==> src/rtl/uart_pkg.sv <==
// Shared UART definitions: receiver state encoding, parity helper and the
// CLK_DIV legality rules common to the receiver and transmitter.
package uart_pkg;

  typedef enum logic [2:0] {
    IDLE,
    START,
    DATA,
    PARITY,
    STOP
  } rx_state_e;

  localparam int CLK_DIV_MIN   = 4;
  localparam int MAX_DATA_BITS = 9;

  // The bit period must split into two equal halves for mid-bit sampling.
  function automatic bit clk_div_legal(input int div);
    return (div >= CLK_DIV_MIN) && ((div % 2) == 0);
  endfunction

  // Parity bit a transmitter appends; unused upper bits must be zero.
  function automatic logic uart_parity(input logic [MAX_DATA_BITS-1:0] data,
                                       input logic odd);
    return (^data) ^ odd;
  endfunction

endpackage

==> src/rtl/uart_bit_timer.sv <==
// Bit-period down-counter: loads on strobe, otherwise counts down to zero and
// holds there; expired flags the zero count.
module uart_bit_timer #(
  parameter int CLK_DIV = 16
) (
  input  logic                       clk_in,
  input  logic                       rst_in,
  input  logic                       load,
  input  logic [$clog2(CLK_DIV)-1:0] load_val,
  output logic                       expired
);

  logic [$clog2(CLK_DIV)-1:0] cnt;

  always_ff @(posedge clk_in) begin
    if (rst_in) begin
      cnt <= '0;
    end else if (load) begin
      cnt <= load_val;
    end else if (cnt != '0) begin
      cnt <= cnt - 1'b1;
    end
  end

  assign expired = (cnt == '0);

endmodule

==> src/rtl/uart_rx_param.sv <==
// Parametrised oversampling UART receiver with valid/ready output and error
// sidebands. Define UART_RX_PARITY_EN to receive and check a parity bit.
module uart_rx_param
  import uart_pkg::*;
#(
  parameter int CLK_DIV    = 16,
  parameter int DATA_BITS  = 8,
  parameter int N_BIT_STOP = 1,
  parameter int PARITY_ODD = 0
) (
  input  logic                 clk_in,
  input  logic                 rst_in,
  input  logic                 rxd_in,
  output logic [DATA_BITS-1:0] data_out,
  output logic                 valid_out,
  input  logic                 ready_in,
  output logic                 frame_err_out,
  output logic                 parity_err_out,
  output logic                 overrun_out
);

  localparam int TW = $clog2(CLK_DIV);
  localparam int IW = 4;
  localparam logic [TW-1:0] HALF_M1 = TW'(CLK_DIV / 2 - 1);
  localparam logic [TW-1:0] FULL_M1 = TW'(CLK_DIV - 1);

  if (!clk_div_legal(CLK_DIV)) begin : g_bad_clk_div
    $error("uart_rx_param: CLK_DIV must be even and >= %0d", CLK_DIV_MIN);
  end
  if (DATA_BITS < 5 || DATA_BITS > MAX_DATA_BITS ||
      N_BIT_STOP < 1 || N_BIT_STOP > 2 ||
      PARITY_ODD < 0 || PARITY_ODD > 1) begin : g_bad_frame
    $error("uart_rx_param: illegal frame format parameters");
  end

  logic rx_meta, rxs, rxs_prev;

  // NOTE: sequential state uses non-blocking assignments so every flop samples
  // pre-edge values; blocking here would collapse the synchronizer chain.
  always_ff @(posedge clk_in) begin
    if (rst_in) begin
      rx_meta  <= 1'b1;
      rxs      <= 1'b1;
      rxs_prev <= 1'b1;
    end else begin
      rx_meta  <= rxd_in;
      rxs      <= rx_meta;
      rxs_prev <= rxs;
    end
  end

  logic          tmr_load, tmr_expired;
  logic [TW-1:0] tmr_load_val;

  uart_bit_timer #(.CLK_DIV(CLK_DIV)) u_timer (
    .clk_in  (clk_in),
    .rst_in  (rst_in),
    .load    (tmr_load),
    .load_val(tmr_load_val),
    .expired (tmr_expired)
  );

  rx_state_e            state, state_nxt;
  logic [IW-1:0]        bit_idx;
  logic [DATA_BITS-1:0] shreg;
  logic                 ferr_acc;
  logic                 frame_start, shift_en, stop_en, deliver, load_word;
  logic                 last_data, last_stop;
`ifdef UART_RX_PARITY_EN
  logic                 par_en;
`endif

  assign last_data = (bit_idx == IW'(DATA_BITS - 1));
  assign last_stop = (bit_idx == IW'(N_BIT_STOP - 1));

  always_ff @(posedge clk_in) begin
    if (rst_in) state <= IDLE;
    else        state <= state_nxt;
  end

  // NOTE: every output of this block is given a default first, so no path
  // through the case statement can leave a value held and infer a latch.
  always_comb begin
    state_nxt    = state;
    tmr_load     = 1'b0;
    tmr_load_val = FULL_M1;
    frame_start  = 1'b0;
    shift_en     = 1'b0;
    stop_en      = 1'b0;
    deliver      = 1'b0;
`ifdef UART_RX_PARITY_EN
    par_en       = 1'b0;
`endif
    case (state)
      IDLE: if (rxs_prev && !rxs) begin
        tmr_load     = 1'b1;
        tmr_load_val = HALF_M1;
        state_nxt    = START;
      end
      START: if (tmr_expired) begin
        if (rxs) begin
          state_nxt = IDLE;
        end else begin
          tmr_load    = 1'b1;
          frame_start = 1'b1;
          state_nxt   = DATA;
        end
      end
      DATA: if (tmr_expired) begin
        tmr_load = 1'b1;
        shift_en = 1'b1;
`ifdef UART_RX_PARITY_EN
        if (last_data) state_nxt = PARITY;
`else
        if (last_data) state_nxt = STOP;
`endif
      end
`ifdef UART_RX_PARITY_EN
      PARITY: if (tmr_expired) begin
        tmr_load  = 1'b1;
        par_en    = 1'b1;
        state_nxt = STOP;
      end
`endif
      STOP: if (tmr_expired) begin
        stop_en = 1'b1;
        if (last_stop) begin
          deliver   = 1'b1;
          state_nxt = IDLE;
        end else begin
          tmr_load = 1'b1;
        end
      end
      default: state_nxt = IDLE;
    endcase
  end

  // A finished frame is taken only when the output slot is free or draining.
  assign load_word = deliver && (!valid_out || ready_in);

  always_ff @(posedge clk_in) begin
    if (rst_in) begin
      shreg         <= '0;
      bit_idx       <= '0;
      ferr_acc      <= 1'b0;
      data_out      <= '0;
      valid_out     <= 1'b0;
      frame_err_out <= 1'b0;
      overrun_out   <= 1'b0;
    end else begin
      overrun_out <= 1'b0;
      if (frame_start) begin
        bit_idx  <= '0;
        ferr_acc <= 1'b0;
      end else if (shift_en) begin
        shreg   <= {rxs, shreg[DATA_BITS-1:1]};
        bit_idx <= last_data ? '0 : bit_idx + 1'b1;
      end else if (stop_en) begin
        bit_idx <= bit_idx + 1'b1;
        if (!rxs) ferr_acc <= 1'b1;
      end
      if (load_word) begin
        data_out      <= shreg;
        valid_out     <= 1'b1;
        frame_err_out <= ferr_acc | ~rxs;
      end else begin
        if (deliver)               overrun_out <= 1'b1;
        if (valid_out && ready_in) valid_out   <= 1'b0;
      end
    end
  end

`ifdef UART_RX_PARITY_EN
  logic [MAX_DATA_BITS-1:0] par_data;
  logic                     perr_acc, perr_q;

  always_comb begin
    par_data                = '0;
    par_data[DATA_BITS-1:0] = shreg;
  end

  always_ff @(posedge clk_in) begin
    if (rst_in) begin
      perr_acc <= 1'b0;
      perr_q   <= 1'b0;
    end else begin
      if (frame_start) perr_acc <= 1'b0;
      else if (par_en) perr_acc <= rxs ^ uart_parity(par_data, PARITY_ODD != 0);
      if (load_word)   perr_q   <= perr_acc;
    end
  end

  assign parity_err_out = perr_q;
`else
  assign parity_err_out = 1'b0;
`endif

endmodule

==> config.mk <==
export PLATFORM = sky130hd
export DESIGN_NAME = uart_rx_param
export DESIGN_NICKNAME = d
export VERILOG_FILES = /design/src/rtl/uart_pkg.sv /design/src/rtl/uart_bit_timer.sv /design/src/rtl/uart_rx_param.sv
export SDC_FILE = /design/constraint.sdc
export NUM_CORES = 1
export LEC_CHECK = 0
export ABC_CLOCK_PERIOD_IN_PS = 2100
export BUFFER_PORTS_ARGS = -buffer_cell sky130_fd_sc_hd__buf_2
export CAP_MARGIN = 30
export CELL_PAD_IN_SITES_DETAIL_PLACEMENT = 1
export CELL_PAD_IN_SITES_GLOBAL_PLACEMENT = 1
export CORE_ASPECT_RATIO = 0.75
export CORE_MARGIN = 10
export CORE_UTILIZATION = 40
export CTS_CLUSTER_DIAMETER = 60
export DETAILED_ROUTE_END_ITERATION = 8
export GPL_TIMING_DRIVEN = 0
export PLACE_DENSITY = 0.84
export SLEW_MARGIN = 30
export SYNTH_ARGS = -nofsm -noshare
export SYNTH_HDL_FRONTEND = slang
export SYNTH_HIERARCHICAL = 1
export SYNTH_SLANG_ARGS = --single-unit
==> constraint.sdc <==
create_clock -name clk_in -period 2.1 [get_ports clk_in]
set_input_delay 0.105 -clock clk_in [delete_from_list [all_inputs] [get_ports clk_in]]
set_output_delay 0.105 -clock clk_in [all_outputs]
set_load 0.05 [all_outputs]
## Yosys cells after proc, flatten, opt, wreduce, memory -nomap -nowiden

Cells that the tools add are included.

| storage, ports and cells | value |
|---|---|
| latch bits | 0 |
| memories kept | 0 |
| memory bits (writable) | 0 |
| flip-flop bits (word level) | 34 |
| ROM bits | 0 |

| operators by class | value |
|---|---|
| div/mod/pow operators | 0 |
| reductions and logical operators | 18 |
| mux-type cells | 31 |
| shift operators | 0 |
| order comparisons | 0 |
| $mul | 0 |
| add/subtract/negate cells | 2 |
| eq/ne operators | 10 |
| bitwise gates (word level) | 4 |

Operators by type and width:

| cell | count |
|---|---|
| 4-bit two-way mux | 7 |
| 3-bit two-way mux | 6 |
| 1-bit two-way mux | 15 |
| 2-bit != test (second input constant) | 6 |
| 3-bit one-hot mux with 4 select lines | 1 |
| 4-bit zero test | 2 |
| 6-bit AND reduction | 1 |
| 2-bit nonzero test | 3 |
| 4-bit by 1-bit adder with 4-bit output (second input constant) | 1 |
| 4-bit by 3-bit equality test with 1-bit output (second input constant) | 1 |
| 1-bit one-hot mux with 4 select lines | 1 |
| 4-bit nonzero test | 1 |
| 2-bit OR reduction | 2 |
| 4-bit by 1-bit subtractor with 4-bit output (second input constant) | 1 |
| 3-bit by 1-bit equality test with 1-bit output (second input constant) | 1 |
| 3-bit by 2-bit equality test with 1-bit output (second input constant) | 1 |
| 3-bit equality test (second input constant) | 1 |
| 1-bit logical AND | 3 |
| 3-bit zero test | 1 |
| 1-bit NOT | 3 |
| 3-bit AND reduction | 1 |
| 1-bit zero test | 2 |
| 2-bit two-way mux | 1 |
| 2-bit AND reduction | 1 |
| other kinds (2) | 2 |

## Depth between registers and ports, before layout

Gate-level depths: netlist of the first run.

| logic depth | value |
|---|---|
| depth in word-level cells | 6 |
| depth in mapped cells | 10 |
| mapped depth without buffers | 9 |

## Modules after synthesis

Netlist of the first run, hierarchy kept.

Modules (own cells, without submodules):

| module | sequential area each (um^2) | area an instance (um^2) | cells an instance | times used |
|---|---|---|---|---|
| uart_rx_param | 600.6 | 1321.3 | 131 | 1 |
| uart_bit_timer | 80.1 | 229.0 | 24 | 1 |

## Worst setup path after synthesis of the first run

Ideal clock, no wire load.

| timing path | value |
|---|---|
| kind | flip-flop to flip-flop |
| start | reg u_timer.cnt[0] |
| end | reg u_timer.cnt[3] |
| clock period less this slack | 1.947 ns |
| setup slack | 0.153 ns |
| stages on the path, launching flop included | 10 |
| required time | 1.972 ns |
| data arrival time | 1.819 ns |
| path through | dfxtp_1 inv_1 ha_1 nor3b_4 buf_2 nor4b_4 a21oi_1 o22ai_1 or2_2 o32ai_1 |

| between the ends | value |
|---|---|
| word-level cells in the longest chain between the ends | 4 |
| elaborated cells on any way between the ends | 10 |

Ends and longest elaborated chain:

| what | RTL line | text |
|---|---|---|
| from (decl) | uart_bit_timer.sv:13 | `logic [$clog2(CLK_DIV)-1:0] cnt;` |
| from (signal assigned) | uart_bit_timer.sv:19 | `cnt <= load_val;` |
| from (signal assigned) | uart_bit_timer.sv:21 | `cnt <= cnt - 1'b1;` |
| 4-bit zero test * | uart_bit_timer.sv:25 | `assign expired = (cnt == '0);` |
| net tmr_expired | uart_rx_param.sv:52 | `logic tmr_load, tmr_expired;` |
| 1-bit two-way mux, on equally long branches | uart_rx_param.sv:125, uart_rx_param.sv:100, uart_rx_param.sv:109 |  |
| 1-bit one-hot mux with 4 select lines * | uart_rx_param.sv:94 | `case (state)` |
| net tmr_load | uart_rx_param.sv:52 |  |
| 4-bit two-way mux or 2-bit nonzero test (tied branches) | - |  |

The timed path passes the listed nets; every way through them passes the cells marked *. The select of a mux whose other input is x is not followed.
A chain may end at the register's enable or synchronous reset.

## Final worst setup path of the first run

| timing path | value |
|---|---|
| start | reg u_timer.cnt[0] |
| end | reg u_timer.cnt[0] |

Same word-level chain as after synthesis.

==> impl_table.tex, run 1 <==
\begin{tabular}{lr}
\hline
Metric & Value \\
\hline
\multicolumn{2}{l}{\textbf{Global route}} \\
\quad Wire length of the first global-routing pass & 6310 um \\
\quad Via count of the first global-routing pass & 1249 \\
\quad Number of antenna violations at the first check in global routing & 0 \\
\quad Remaining Overflow, GRT & 0 \\
\quad Overall routing resource usage & 0.119 \\
\quad Maximum number of pins on one net before global-route repair & 13 \\
\multicolumn{2}{l}{\textbf{Logic synthesis}} \\
\quad Library cell occupying the most area in the post-synthesis netlist & sky130\_fd\_sc\_hd\_\_dfxtp\_1 \\
\quad Portion of synthesized cell area occupied by the leading cell type & 0.439 \\
\quad Count of synthesis-stage warnings from yosys & 6 \\
\quad Portion of the post-synthesis area used by sequential elements & 0.439 \\
\quad Mean cell area of the mapped netlist & 10.0 um\^{}2 \\
\quad Cell Area, Synth & 1550 um\^{}2 \\
\quad Cell count after synthesis & 155 \\
\quad Unique cell type count in the Yosys netlist & 39 \\
\quad Synth Register Bits & 34 \\
\quad Dominant cells by area after synthesis & sky130\_fd\_sc\_hd\_\_dfxtp\_1 (44\%), sky130\_fd\_sc\_hd\_\_mux2i\_1 (11\%), sky130\_fd\_sc\_hd\_\_nor2\_1 (5.6\%), sky130\_fd\_sc\_hd\_\_nor3b\_4 (3.6\%), sky130\_fd\_sc\_hd\_\_xnor2\_1 (2.8\%) \\
\multicolumn{2}{l}{\textbf{Timing}} \\
\quad Final Max Tran Viols & 0 \\
\quad Maximum clock skew at final layout & 6.11 ps \\
\quad Worst max-slew margin expressed relative to the limit & 0.665 \\
\quad Final-report setup violation count & 0 \\
\quad Part of the cycle the worst path needs & 0.947 \\
\quad Shortest clock period the worst path allows after layout & around 2000 ps \\
\quad Setup TNS & 0 ps \\
\quad Number of endpoints with negative hold slack in the final report & 0 \\
\quad Worst slew pin tran & 502 ps \\
\quad Fmax & 503 MHz \\
\quad Least setup slack across all paths after layout & 112 ps \\
\multicolumn{2}{l}{\textbf{Floorplanning}} \\
\quad Die Span Y & 73.9 um \\
\quad \# IOs & 16 \\
\quad Number of standard-cell rows in the floorplan & 19 \\
\quad Area enclosed by the die boundary & around 6800 um\^{}2 \\
\quad Core outline area & around 3700 um\^{}2 \\
\quad Initial Util & 0.418 \\
\quad Die width & slightly above 90 um \\
\multicolumn{2}{l}{\textbf{Clock tree}} \\
\quad Clock latency on the worst-skew pair & 280 ps \\
\quad Clock tree from TritonCTS & done \\
\quad Max Root-Sink Buffers & 2 \\
\quad Buffer type at the clock tree root & sky130\_fd\_sc\_hd\_\_clkbuf\_8 \\
\quad Number of buffers added by the clock tree synthesis step & 5 \\
\quad H-tree lvl count & 2 \\
\quad Number of sinks driven by the clock tree & 34 \\
\quad Post-CTS clock slew at the launch and capture registers of the worst setup and hold paths & 70 ps \\
\quad Cts hold-fix bufs & 0 \\
\multicolumn{2}{l}{\textbf{Layout}} \\
\quad Most common cell after layout, fill and taps aside & sky130\_fd\_sc\_hd\_\_dfxtp\_1 \\
\quad Fraction of final layout cells with drive strength greater than 1 & 0.299 \\
\quad Multi-input combinational cell area & 820 um\^{}2 \\
\quad Total Nets Final & 190 \\
\quad \# fillers & about 430 \\
\quad Post-synthesis to final-layout area growth & 22.7\% \\
\quad Antenna Cells & 0 \\
\quad Area used by sequential logic in the layout & 682 um\^{}2 \\
\quad Commonest cells after routing, fill and taps aside & sky130\_fd\_sc\_hd\_\_dfxtp\_1 (33), sky130\_fd\_sc\_hd\_\_nor2\_1 (23), sky130\_fd\_sc\_hd\_\_mux2i\_1 (17) \\
\multicolumn{2}{l}{\textbf{Critical path}} \\
\quad Endpoint required time on the critical path & 2300 ps \\
\quad Category of the critical setup timing path & flop to flop \\
\quad Endpoint type of the worst setup path & flop \\
\quad CP max FO & 5 \\
\quad Kind of start point of the critical path & flop \\
\quad Arrival time worst endpoint & between 2000 and 2500 ps \\
\multicolumn{2}{l}{\textbf{Pwr}} \\
\quad Standby leakage power & 0.796 nW \\
\quad Worst voltage drop across the vdd grid & 0.434 mV \\
\quad Total power divided by cell area & 1020 nW/um\^{}2 \\
\multicolumn{2}{l}{\textbf{Place}} \\
\quad Port buffer count & 14 \\
\quad Worst Setup Slack post-DPL & -194 ps \\
\quad Routability congestion estimate from global placement & 0.765 \\
\quad HPWL Detailed & 2660 um \\
\multicolumn{2}{l}{\textbf{Drt}} \\
\quad Routed WL per cell & 16.3 um \\
\quad Vias per Instance & 4.91 \\
\quad Number of vias in the routed layout & about 1200 \\
\quad Detailed-router iteration count before antenna repair & 4 \\
\quad DRT iter0 DRCs & 62 \\
\quad Detail Route Antenna Nets & 0 \\
\quad Total Wirelength & 3840 um \\
\quad Post-detailed-route DRC marker count & 0 \\
\multicolumn{2}{l}{\textbf{Job}} \\
\quad Number of violations of the max-capacitance limit & 0 \\
\multicolumn{2}{l}{\textbf{Min path}} \\
\quad Hold Crit Class & input pin to flop \\
\multicolumn{2}{l}{\textbf{Run status}} \\
\quad Status & complete, no violations \\
\hline
\end{tabular}
[kinds of logic after synthesis]
family | after synthesis | synth area share
other | 2 | 0.00484
and+or+nand+nor | 64 | 0.273
muxes | 19 | 0.124
buffers and inverters | 15 | 0.0541
DFF | 34 | 0.439
adders and majority gates | 3 | 0.0242
AOI/OAI and AO/OA | 13 | 0.0525
xor gates and xnor gates | 5 | 0.0282
[through the flow]
step / power (mW) / utilization / cell area (um^2) / std cells / hold slack [ps]
after CTS: 1.86 / 0.502 / 1860 / 234 / 7.79
after detailed placement: 1.10 / 0.456 / 1690 / 223 / 304
final: 1.93 / 0.513 / 1900 / 236 / 9.15
after floorplan: 1.02 / - / 1560 / 157 / 184
after global routing: 2.02 / 0.513 / 1900 / 236 / 14.8
after global placement: 1.07 / 0.456 / 1690 / 223 / 295
[cell usage after synthesis (all sizes together)]
cell / count
a21o: 1
a21oi: 4
a31oi: 1
and3b: 1
buf: 5
clkbuf: 3
conb: 2
dfxtp: 34
ha: 3
inv: 7
mux2: 2
mux2i: 17
nand2: 6
nand2b: 4
nand3: 2
nand4: 1
nand4b: 1
nand4bb: 1
nor2: 24
nor2b: 3
nor3: 9
nor3b: 5
nor4: 1
nor4b: 1
o21ai: 2
o22ai: 3
o31a: 1
o32ai: 1
or2: 4
or4: 1
xnor2: 5
[worst paths after layout]
path / from / depth (start not counted) / to / slack [ps]
hold reg to reg: rx_meta$_SDFF_PP1_ / 1 / rxs$_SDFF_PP1_ / 420
setup reg to reg: u_timer/cnt[0]$_SDFFE_PP0P_ / 10 / u_timer/cnt[0]$_SDFFE_PP0P_ / 110
setup / recovery: u_timer/cnt[0]$_SDFFE_PP0P_ / 10 / u_timer/cnt[0]$_SDFFE_PP0P_ / 110
hold / removal: rxd_in / 2 / rx_meta$_SDFF_PP1_ / 9
[repair_timing]
| action | in CTS | in global routing |
|---|---|---|
| gates resized for setup | 3 | 5 |
| buffers inserted | 3 | 2 |
| pin swaps | 2 | 2 |
| endpoints found under the setup margin | 4 | 4 |
[layout make-up]
| class | instances | share of cell area |
|---|---|---|
| clock buffers | 5 | 0.0362 |
| well taps | 52 | 0.0342 |
| flip-flops and latches | 34 | 0.359 |
| repair buffers | 19 | 0.0566 |
| multi-input cells | 108 | 0.431 |
| plain buffers | 8 | 0.0336 |
| clock inverters | 3 | 0.0362 |
| inverters | 7 | 0.0138 |
[metal layers]
layer,share of wire,wire length (um),up-vias,track usage
met4,0.0096,37,0,0.0461
met2,0.50,1920,11,0.210
met3,0.033,126,4,0.0376
met5,0,0,-,0
li1,-,-,577,-
met1,0.46,1750,566,0.132
[worst max-delay path, cell delays in order (launching register included)]
cell	delay [ps]
sky130_fd_sc_hd__dfxtp_2	330
sky130_fd_sc_hd__inv_1	120
sky130_fd_sc_hd__ha_4	170
sky130_fd_sc_hd__nor3b_4	210
sky130_fd_sc_hd__buf_6	130
sky130_fd_sc_hd__nor4b_4	250
sky130_fd_sc_hd__a21oi_1	90
sky130_fd_sc_hd__o22ai_2	250
sky130_fd_sc_hd__buf_4	160
sky130_fd_sc_hd__nand2_1	40
sky130_fd_sc_hd__o22ai_1	150
[report_power, final]
part           leakage, nW  total, mW  switching, mW  internal [mW]
clock network       0.0683      0.720          0.245          0.476
logic                0.452      0.489          0.242          0.247
registers            0.276      0.724         0.0419          0.682
[registers in the layout, summed over array words and instances, names as in the netlist]
| signal | cells |
|---|---|
| rxs_prev | 1 |
| bit_idx | 4 |
| shreg | 8 |
| state | 3 |
| overrun_out | 1 |
| rxs | 1 |
| valid_out | 1 |
| u_timer/cnt | 4 |
| rx_meta | 1 |
| frame_err_out | 1 |
| data_out | 8 |
| ferr_acc | 1 |
Note: power is estimated with default switching activity, not from simulation.
==> inputs of run 2 (changes only) <==
ABC_AREA = 1   (was unset)
CORE_UTILIZATION = 37   (was 40)
==> run 2 against run 1 <==
Net effect: register-to-register slack better by 40 ps; synthesized cell count is 40% higher; utilization is 6.4 points lower; first-iteration DRC count is 19% higher; clock skew hardly changed; critical path type unchanged.
==> impl_table.tex, run 2 <==
\begin{tabular}{lr}
\hline
Metric & Value \\
\hline
\multicolumn{2}{l}{\textbf{Run status}} \\
\quad Status & complete, no violations \\
\multicolumn{2}{l}{\textbf{Clock tree}} \\
\quad Number of buffers added for setup after CTS & 0 \\
\quad Number of buffers added by the clock tree synthesis step & 5 \\
\quad Post-CTS clock slew at the launch and capture registers of the worst setup and hold paths & $\sim$70 ps \\
\quad Clock latency on the worst-skew pair & 290 ps \\
\quad Max Root-Sink Buffers & 2 \\
\quad H-tree lvl count & 2 \\
\quad Number of sinks driven by the clock tree & 34 \\
\quad Buffer type at the clock tree root & sky130\_fd\_sc\_hd\_\_clkbuf\_8 \\
\quad Clock tree from TritonCTS & done \\
\multicolumn{2}{l}{\textbf{Timing}} \\
\quad Shortest clock period the worst path allows after layout & 1940 ps \\
\quad Part of the cycle the worst path needs & 0.925 \\
\quad Final-report setup violation count & 0 \\
\quad Fmax & 515 MHz \\
\quad Least setup slack across all paths after layout & 157 ps \\
\quad Number of endpoints with negative hold slack in the final report & 0 \\
\quad Maximum clock skew at final layout & 6.09 ps \\
\quad Final Max Tran Viols & 0 \\
\multicolumn{2}{l}{\textbf{Logic synthesis}} \\
\quad Cell count after synthesis & 217 \\
\quad Unique cell type count in the Yosys netlist & 28 \\
\quad Prevailing post-synth register cell & sky130\_fd\_sc\_hd\_\_dfxtp\_1 \\
\quad Synth Register Bits & 34 \\
\quad Portion of synthesized cell area occupied by the leading cell type & 0.444 \\
\quad Dominant cells by area after synthesis & sky130\_fd\_sc\_hd\_\_dfxtp\_1 (44\%), sky130\_fd\_sc\_hd\_\_nand2\_1 (11\%), sky130\_fd\_sc\_hd\_\_nor2\_1 (8.8\%), sky130\_fd\_sc\_hd\_\_inv\_1 (6.4\%), sky130\_fd\_sc\_hd\_\_nand3\_1 (5.9\%) \\
\quad Ranking of synthesized cells by instance count & sky130\_fd\_sc\_hd\_\_nand2\_1 (45), sky130\_fd\_sc\_hd\_\_nor2\_1 (36), sky130\_fd\_sc\_hd\_\_dfxtp\_1 (34), sky130\_fd\_sc\_hd\_\_inv\_1 (26), sky130\_fd\_sc\_hd\_\_nand3\_1 (18) \\
\quad Cell Area, Synth & 1530 um\^{}2 \\
\quad Number of flops mapped to enable cells by yosys & 0 \\
\quad Library cell occupying the most area in the post-synthesis netlist & sky130\_fd\_sc\_hd\_\_dfxtp\_1 \\
\quad Portion of the post-synthesis area used by sequential elements & 0.444 \\
\quad Mean cell area of the mapped netlist & 7.07 um\^{}2 \\
\quad Most used standard cell by instance count after synthesis & sky130\_fd\_sc\_hd\_\_nand2\_1 \\
\quad Fraction of synthesis flops using an asynchronous set or reset pin & 0 \\
\quad Count of synthesis-stage warnings from yosys & 6 \\
\multicolumn{2}{l}{\textbf{Drt}} \\
\quad Number of vias in the routed layout & 1409 \\
\quad Detailed-router iteration count before antenna repair & 4 \\
\quad DRT iter0 DRCs & 74 \\
\quad Routed WL per cell & 12.8 um \\
\quad Vias per Instance & 4.76 \\
\quad Total Wirelength & 3790 um \\
\quad Detail Route Antenna Nets & 0 \\
\quad Post-detailed-route DRC marker count & 0 \\
\multicolumn{2}{l}{\textbf{Floorplanning}} \\
\quad Area enclosed by the die boundary & 7150 um\^{}2 \\
\quad Number of standard-cell rows in the floorplan & 20 \\
\quad Die width & roughly 94 um \\
\quad Core outline area & 4030 um\^{}2 \\
\quad \# IOs & 16 \\
\quad Die Span Y & approximately 76 um \\
\quad Initial Util & 0.381 \\
\multicolumn{2}{l}{\textbf{Critical path}} \\
\quad Endpoint required time on the critical path & 2290 ps \\
\quad Kind of start point of the critical path & flop \\
\quad CP max FO & 10 \\
\quad Arrival time worst endpoint & 2130 ps \\
\quad Category of the critical setup timing path & flop to flop \\
\quad Endpoint type of the worst setup path & flop \\
\multicolumn{2}{l}{\textbf{Pwr}} \\
\quad Part of the total power dissipated in sequential elements & 0.383 \\
\quad Sw frac & 0.426 \\
\quad Total power divided by cell area & between 1000 and 1500 nW/um\^{}2 \\
\quad Standby leakage power & slightly above 0.8 nW \\
\quad Worst voltage drop across the vdd grid & approximately 0.46 mV \\
\quad Overall power after layout & 2.13 mW \\
\quad Gate power share & 0.402 \\
\quad Clock network power share & 0.215 \\
\quad Internal power consumption & around 1.2 mW \\
\quad Power spent charging and discharging nets & 905 uW \\
\multicolumn{2}{l}{\textbf{Layout}} \\
\quad Total Nets Final & 248 \\
\quad \# fillers & 540 \\
\quad Fraction of final layout cells with drive strength greater than 1 & 0.158 \\
\quad Antenna Cells & 0 \\
\quad Commonest cells after routing, fill and taps aside & sky130\_fd\_sc\_hd\_\_nand2\_1 (45), sky130\_fd\_sc\_hd\_\_nor2\_1 (35), sky130\_fd\_sc\_hd\_\_dfxtp\_1 (34) \\
\quad Post-synthesis to final-layout area growth & 17.8\% \\
\quad Most common cell after layout, fill and taps aside & sky130\_fd\_sc\_hd\_\_nand2\_1 \\
\quad Largest regs & data\_out: 8 flops, shreg: 8 flops \\
\multicolumn{2}{l}{\textbf{Global route}} \\
\quad Via count of the first global-routing pass & approximately 1400 \\
\quad Number of antenna violations at the first check in global routing & 0 \\
\quad Overall routing resource usage & 0.115 \\
\quad Maximum number of pins on one net before global-route repair & 11 \\
\quad Remaining Overflow, GRT & 0 \\
\quad Wire length of the first global-routing pass & 6530 um \\
\multicolumn{2}{l}{\textbf{Job}} \\
\quad Number of violations of the max-capacitance limit & 0 \\
\multicolumn{2}{l}{\textbf{Min path}} \\
\quad Hold Crit Class & input pin to flop \\
\multicolumn{2}{l}{\textbf{Place}} \\
\quad Worst Setup Slack post-DPL & -391 ps \\
\quad Routability congestion estimate from global placement & 0.819 \\
\quad HPWL Detailed & 2820 um \\
\quad Port buffer count & 14 \\
\hline
\end{tabular}
## run 2: cell types whose count changed in the layout (fill, tap and decap cells not counted), moves of 4 or more
cell,before,now
sky130_fd_sc_hd__nand2_1,6,45
sky130_fd_sc_hd__inv_1,6,25
sky130_fd_sc_hd__mux2i_1,17,0
sky130_fd_sc_hd__nand3_1,2,18
sky130_fd_sc_hd__a21oi_1,4,16
sky130_fd_sc_hd__nor2_1,23,35
sky130_fd_sc_hd__o21ai_0,2,10
sky130_fd_sc_hd__nor3_1,7,2
sky130_fd_sc_hd__xnor2_1,5,0
sky130_fd_sc_hd__buf_4,6,2
sky130_fd_sc_hd__buf_6,4,0
## run 2: worst max-delay path, stage by stage, from the launching register on
cell	delay, ps
sky130_fd_sc_hd__dfxtp_1	340
sky130_fd_sc_hd__inv_2	90
sky130_fd_sc_hd__ha_4	170
sky130_fd_sc_hd__nand2_1	110
sky130_fd_sc_hd__nor2_4	220
sky130_fd_sc_hd__nand2_4	120
sky130_fd_sc_hd__buf_4	200
sky130_fd_sc_hd__o2111ai_4	110
sky130_fd_sc_hd__inv_2	120
sky130_fd_sc_hd__or2_0	230
sky130_fd_sc_hd__nand3_1	90
sky130_fd_sc_hd__nor2_1	50
## run 2: final timing paths
path | slack [ps] | start | cells past startpoint | end
max | 160 | u_timer/cnt[0]$_SDFFE_PP0P_ | 11 | u_timer/cnt[3]$_SDFFE_PP0P_
min reg2reg | 440 | rx_meta$_SDFF_PP1_ | 1 | rxs$_SDFF_PP1_
min | 10 | rst_in | 2 | u_timer/cnt[1]$_SDFFE_PP0P_
max reg2reg | 160 | u_timer/cnt[0]$_SDFFE_PP0P_ | 11 | u_timer/cnt[3]$_SDFFE_PP0P_
## run 2: cell families (layout without fill, tap and decap cells)
group                    after synthesis  in the layout  share of synthesized area
AND/OR/NAND/NOR                      114            114                      0.326
XOR/XNOR                               1              1                    0.00571
flip-flops                            34             34                      0.444
adder cells (fa/ha/maj)                3              3                     0.0245
buffers and inverters                 34             56                     0.0889
other                                  2              4                    0.00490
AO/OA/AOI/OAI                         29             29                      0.106
## run 2: per-layer routing
| layer | track usage | up-vias | wire length, um |
|---|---|---|---|
| li1 | - | 727 | - |
| met1 | 0.152 | 657 | 1950 |
| met2 | 0.166 | 20 | 1640 |
| met3 | 0.0472 | 5 | 167 |
| met4 | 0.0353 | 0 | 31 |
| met5 | 0 | - | 0 |
## run 2: final cells by class
class	instances	area, um^2	share of cell area
clock inverter	2	10.0	0.00554
tap	55	68.8	0.0381
timing repair buffer	15	80.1	0.0443
clock buffer	5	68.8	0.0381
sequential	34	681	0.377
buffer	5	27.5	0.0152
multi-input combinational	151	762	0.422
inverter	29	109	0.0602
## run 2: what timing repair did
item | CTS | global route
hold endpoints to repair | 1 | 0
hold buffers | 1 | 0
gates resized for setup | 4 | 3
setup endpoints to repair | 13 | 4
pin swaps | 0 | 1
## run 2: power groups by stage
| stage | combinational, mW | sequential [mW] | clock (mW) |
|---|---|---|---|
| after floorplan | 0.470 | 0.973 | 0 |
| final | 0.854 | 0.813 | 0.458 |
| after detailed placement | 0.800 | 0.823 | 0 |
| after global routing | 0.971 | 0.827 | 0.508 |
| after global placement | 0.775 | 0.819 | 0 |
| after CTS | 0.828 | 0.812 | 0.473 |
## run 2: metrics by stage
stage / TNS, ps / util / hold slack, ps / instances / cell area (um^2)
finish: 0 / 0.448 / 12.3 / 296 / 1810
global route: -1.29 / 0.448 / 11.4 / 296 / 1810
CTS: 0 / 0.443 / 5.95 / 296 / 1790
detailed placement: -1440 / 0.417 / 292 / 288 / 1680
global placement: -770 / 0.417 / 290 / 288 / 1680
floorplan: 0 / - / 174 / 219 / 1540
==> inputs of run 3 (changes only) <==
CORE_ASPECT_RATIO = 1.5   (was 0.75)
SKIP_LAST_GASP = 1   (was unset)
==> run 3 against run 2 <==
Net effect: worst setup slack improved by 16 ps; die area rose by 0.37%; clock-buffer cell count up 2; first-iteration DRC count shrank 59%; fmax increased by 0.84%; cell area up 0.69%; non-clock buffer count grew 1; global-route usage fell by 0.38 points; combinational power is 2.8% higher; wire length down 2.6%; hold slack got worse by 5.3 ps; sequential power about the same; critical endpoint unchanged.
==> impl_table.tex, run 3 (same netlist as run 2, synthesis figures left out) <==
\begin{tabular}{lr}
\hline
Metric & Value \\
\hline
\multicolumn{2}{l}{\textbf{Run status}} \\
\quad Status & complete, no violations \\
\multicolumn{2}{l}{\textbf{Clock tree}} \\
\quad Number of sinks driven by the clock tree & 34 \\
\quad Buffer type at the clock tree root & sky130\_fd\_sc\_hd\_\_clkbuf\_8 \\
\quad Post-CTS clock slew at the launch and capture registers of the worst setup and hold paths & 70 ps \\
\quad Max Root-Sink Buffers & 2 \\
\quad Clock tree from TritonCTS & done \\
\quad H-tree lvl count & 2 \\
\quad Clock latency on the worst-skew pair & 290 ps \\
\quad Number of buffers added by the clock tree synthesis step & 5 \\
\multicolumn{2}{l}{\textbf{Place}} \\
\quad Placed instance area & roughly 1700 um\^{}2 \\
\quad HPWL Detailed & around 2700 um \\
\quad Routability congestion estimate from global placement & 0.803 \\
\quad Port buffer count & 14 \\
\quad Worst Setup Slack post-DPL & -342 ps \\
\multicolumn{2}{l}{\textbf{Floorplanning}} \\
\quad Area enclosed by the die boundary & 7170 um\^{}2 \\
\quad Die Span Y & 98.9 um \\
\quad Die width & 72.6 um \\
\quad Number of standard-cell rows in the floorplan & 28 \\
\quad Initial Util & 0.384 \\
\quad \# IOs & 16 \\
\quad Core outline area & between 3000 and 4000 um\^{}2 \\
\multicolumn{2}{l}{\textbf{Drt}} \\
\quad Number of vias in the routed layout & 1400 \\
\quad Post-detailed-route DRC marker count & 0 \\
\quad Detailed-router iteration count before antenna repair & 2 \\
\quad Detail Route Antenna Nets & 0 \\
\quad Routed WL per cell & 12.8 um \\
\quad Total Wirelength & about 3700 um \\
\quad Vias per Instance & 4.86 \\
\quad DRT iter0 DRCs & 30 \\
\multicolumn{2}{l}{\textbf{Timing}} \\
\quad Number of endpoints with negative hold slack in the final report & 0 \\
\quad Final Max Tran Viols & 0 \\
\quad Setup TNS & 0 ps \\
\quad Shortest clock period the worst path allows after layout & roughly 1900 ps \\
\quad Least setup slack across all paths after layout & around 170 ps \\
\quad Fmax & 519 MHz \\
\quad Part of the cycle the worst path needs & 0.918 \\
\quad Maximum clock skew at final layout & 5.40 ps \\
\quad Setup repair after global routing missed its margin & false \\
\quad Final-report setup violation count & 0 \\
\multicolumn{2}{l}{\textbf{Pwr}} \\
\quad Internal power consumption & 1.28 mW \\
\quad Worst voltage drop across the vdd grid & 0.587 mV \\
\quad Clock network power share & 0.230 \\
\quad Gate power share & 0.400 \\
\quad Power spent charging and discharging nets & 914 uW \\
\quad Part of the total power dissipated in sequential elements & 0.370 \\
\quad Sw frac & 0.417 \\
\quad Overall power after layout & 2.20 mW \\
\quad Standby leakage power & 0.834 nW \\
\quad Total power divided by cell area & 1210 nW/um\^{}2 \\
\multicolumn{2}{l}{\textbf{Critical path}} \\
\quad Slowest stage delay, CP & between 300 and 400 ps \\
\quad Arrival time worst endpoint & 2120 ps \\
\quad Number of buffer and inverter instances along the worst setup path & 3 \\
\quad Critical path, cell by cell & inv\_2 -> ha\_4 -> nand2\_1 -> nor2\_4 -> nand2\_4 -> buf\_4 -> o2111ai\_4 -> inv\_2 -> or2\_0 -> nand3\_1 -> nor2\_1 \\
\quad CP max FO & 10 \\
\quad Most common cell type on the critical path & sky130\_fd\_sc\_hd\_\_inv\_2 \\
\quad Endpoint required time on the critical path & 2290 ps \\
\quad Endpoint type of the worst setup path & flop \\
\quad Worst path top cell family by delay & simple AND/OR/NAND/NOR gates \\
\quad Kind of start point of the critical path & flop \\
\quad Critical Path Slowest Stage Cell & sky130\_fd\_sc\_hd\_\_dfxtp\_1 \\
\quad Category of the critical setup timing path & flop to flop \\
\multicolumn{2}{l}{\textbf{Layout}} \\
\quad Most common cell after layout, fill and taps aside & sky130\_fd\_sc\_hd\_\_nand2\_1 \\
\quad Fraction of final layout cells with drive strength greater than 1 & 0.165 \\
\quad Final Instance Area & between 1500 and 2000 um\^{}2 \\
\quad Post-synthesis to final-layout area growth & 18.6\% \\
\quad Antenna Cells & 0 \\
\quad Total Nets Final & 249 \\
\quad Commonest cells after routing, fill and taps aside & sky130\_fd\_sc\_hd\_\_nand2\_1 (45), sky130\_fd\_sc\_hd\_\_nor2\_1 (35), sky130\_fd\_sc\_hd\_\_dfxtp\_1 (34) \\
\quad \# fillers & 538 \\
\quad Largest regs & data\_out: 8 flops, shreg: 8 flops \\
\multicolumn{2}{l}{\textbf{Global route}} \\
\quad Overall routing resource usage & 0.112 \\
\quad Maximum number of pins on one net before global-route repair & 11 \\
\quad Wire length of the first global-routing pass & roughly 6400 um \\
\quad Remaining Overflow, GRT & 0 \\
\quad Number of antenna violations at the first check in global routing & 0 \\
\quad Via count of the first global-routing pass & 1457 \\
\multicolumn{2}{l}{\textbf{Min path}} \\
\quad Hold Crit Class & input pin to flop \\
\multicolumn{2}{l}{\textbf{Job}} \\
\quad Number of violations of the max-capacitance limit & 0 \\
\hline
\end{tabular}
==> run 3: cell types whose count changed in the layout (fill, tap and decap cells not counted), sizes merged <==
cell,delta
buf,+1
clkbuf,+2
clkinv,-1
==> run 3: metrics by stage <==
step / std cells / util / hold slack, ps
after floorplan: 219 / - / 174
after global routing: 288 / 0.456 / 21.4
after CTS: 287 / 0.446 / 2.31
after detailed placement: 278 / 0.418 / 293
final: 288 / 0.456 / 7.02
after global placement: 278 / 0.418 / 289
==> run 3: repair_timing <==
| action | 4_1_cts | 5_1_grt |
|---|---|---|
| gates resized for setup | 3 | 5 |
| endpoints found under the setup margin | 5 | 8 |
| setup buffers | 0 | 1 |
| hold endpoints to repair | 1 | 0 |
| pin swaps | 0 | 1 |
| hold buffers | 1 | 0 |
| gates cloned | 0 | 0 |
==> run 3: power groups by stage <==
stage | Clock [mW] | Combinational, mW | Sequential [mW]
global placement | 0 | 0.768 | 0.817
detailed placement | 0 | 0.794 | 0.822
finish | 0.505 | 0.878 | 0.812
floorplan | 0 | 0.470 | 0.973
global route | 0.541 | 1.01 | 0.821
CTS | 0.519 | 0.821 | 0.811
==> run 3: layer usage <==
layer,track usage,vias to the layer above,share of wire
met5,0,-,0
met4,0.0704,0,0.026
met3,0.0351,5,0.042
met2,0.208,18,0.54
met1,0.0969,649,0.39
li1,-,728,-
==> run 3: area by class of cell <==
| cell class | instances | area (um^2) | area share |
|---|---|---|---|
| sequential | 34 | 681 | 0.374 |
| clock inverter | 1 | 5.00 | 0.00275 |
| clock buffer | 7 | 86.3 | 0.0475 |
| timing repair buffer | 16 | 87.6 | 0.0481 |
| multi-input combinational | 151 | 767 | 0.422 |
| buffer | 5 | 27.5 | 0.0151 |
| tap | 45 | 56.3 | 0.0309 |
| inverter | 29 | 109 | 0.0598 |
==> run 3: worst paths after layout <==
check	from	endpoint	slack, ps	cells after the start
worst min register to register	rx_meta$_SDFF_PP1_	rxs$_SDFF_PP1_	420	1
worst max-delay path	u_timer/cnt[0]$_SDFFE_PP0P_	u_timer/cnt[3]$_SDFFE_PP0P_	170	11
worst min-delay path	rst_in	u_timer/cnt[1]$_SDFFE_PP0P_	7	2
worst max register to register	u_timer/cnt[0]$_SDFFE_PP0P_	u_timer/cnt[3]$_SDFFE_PP0P_	170	11
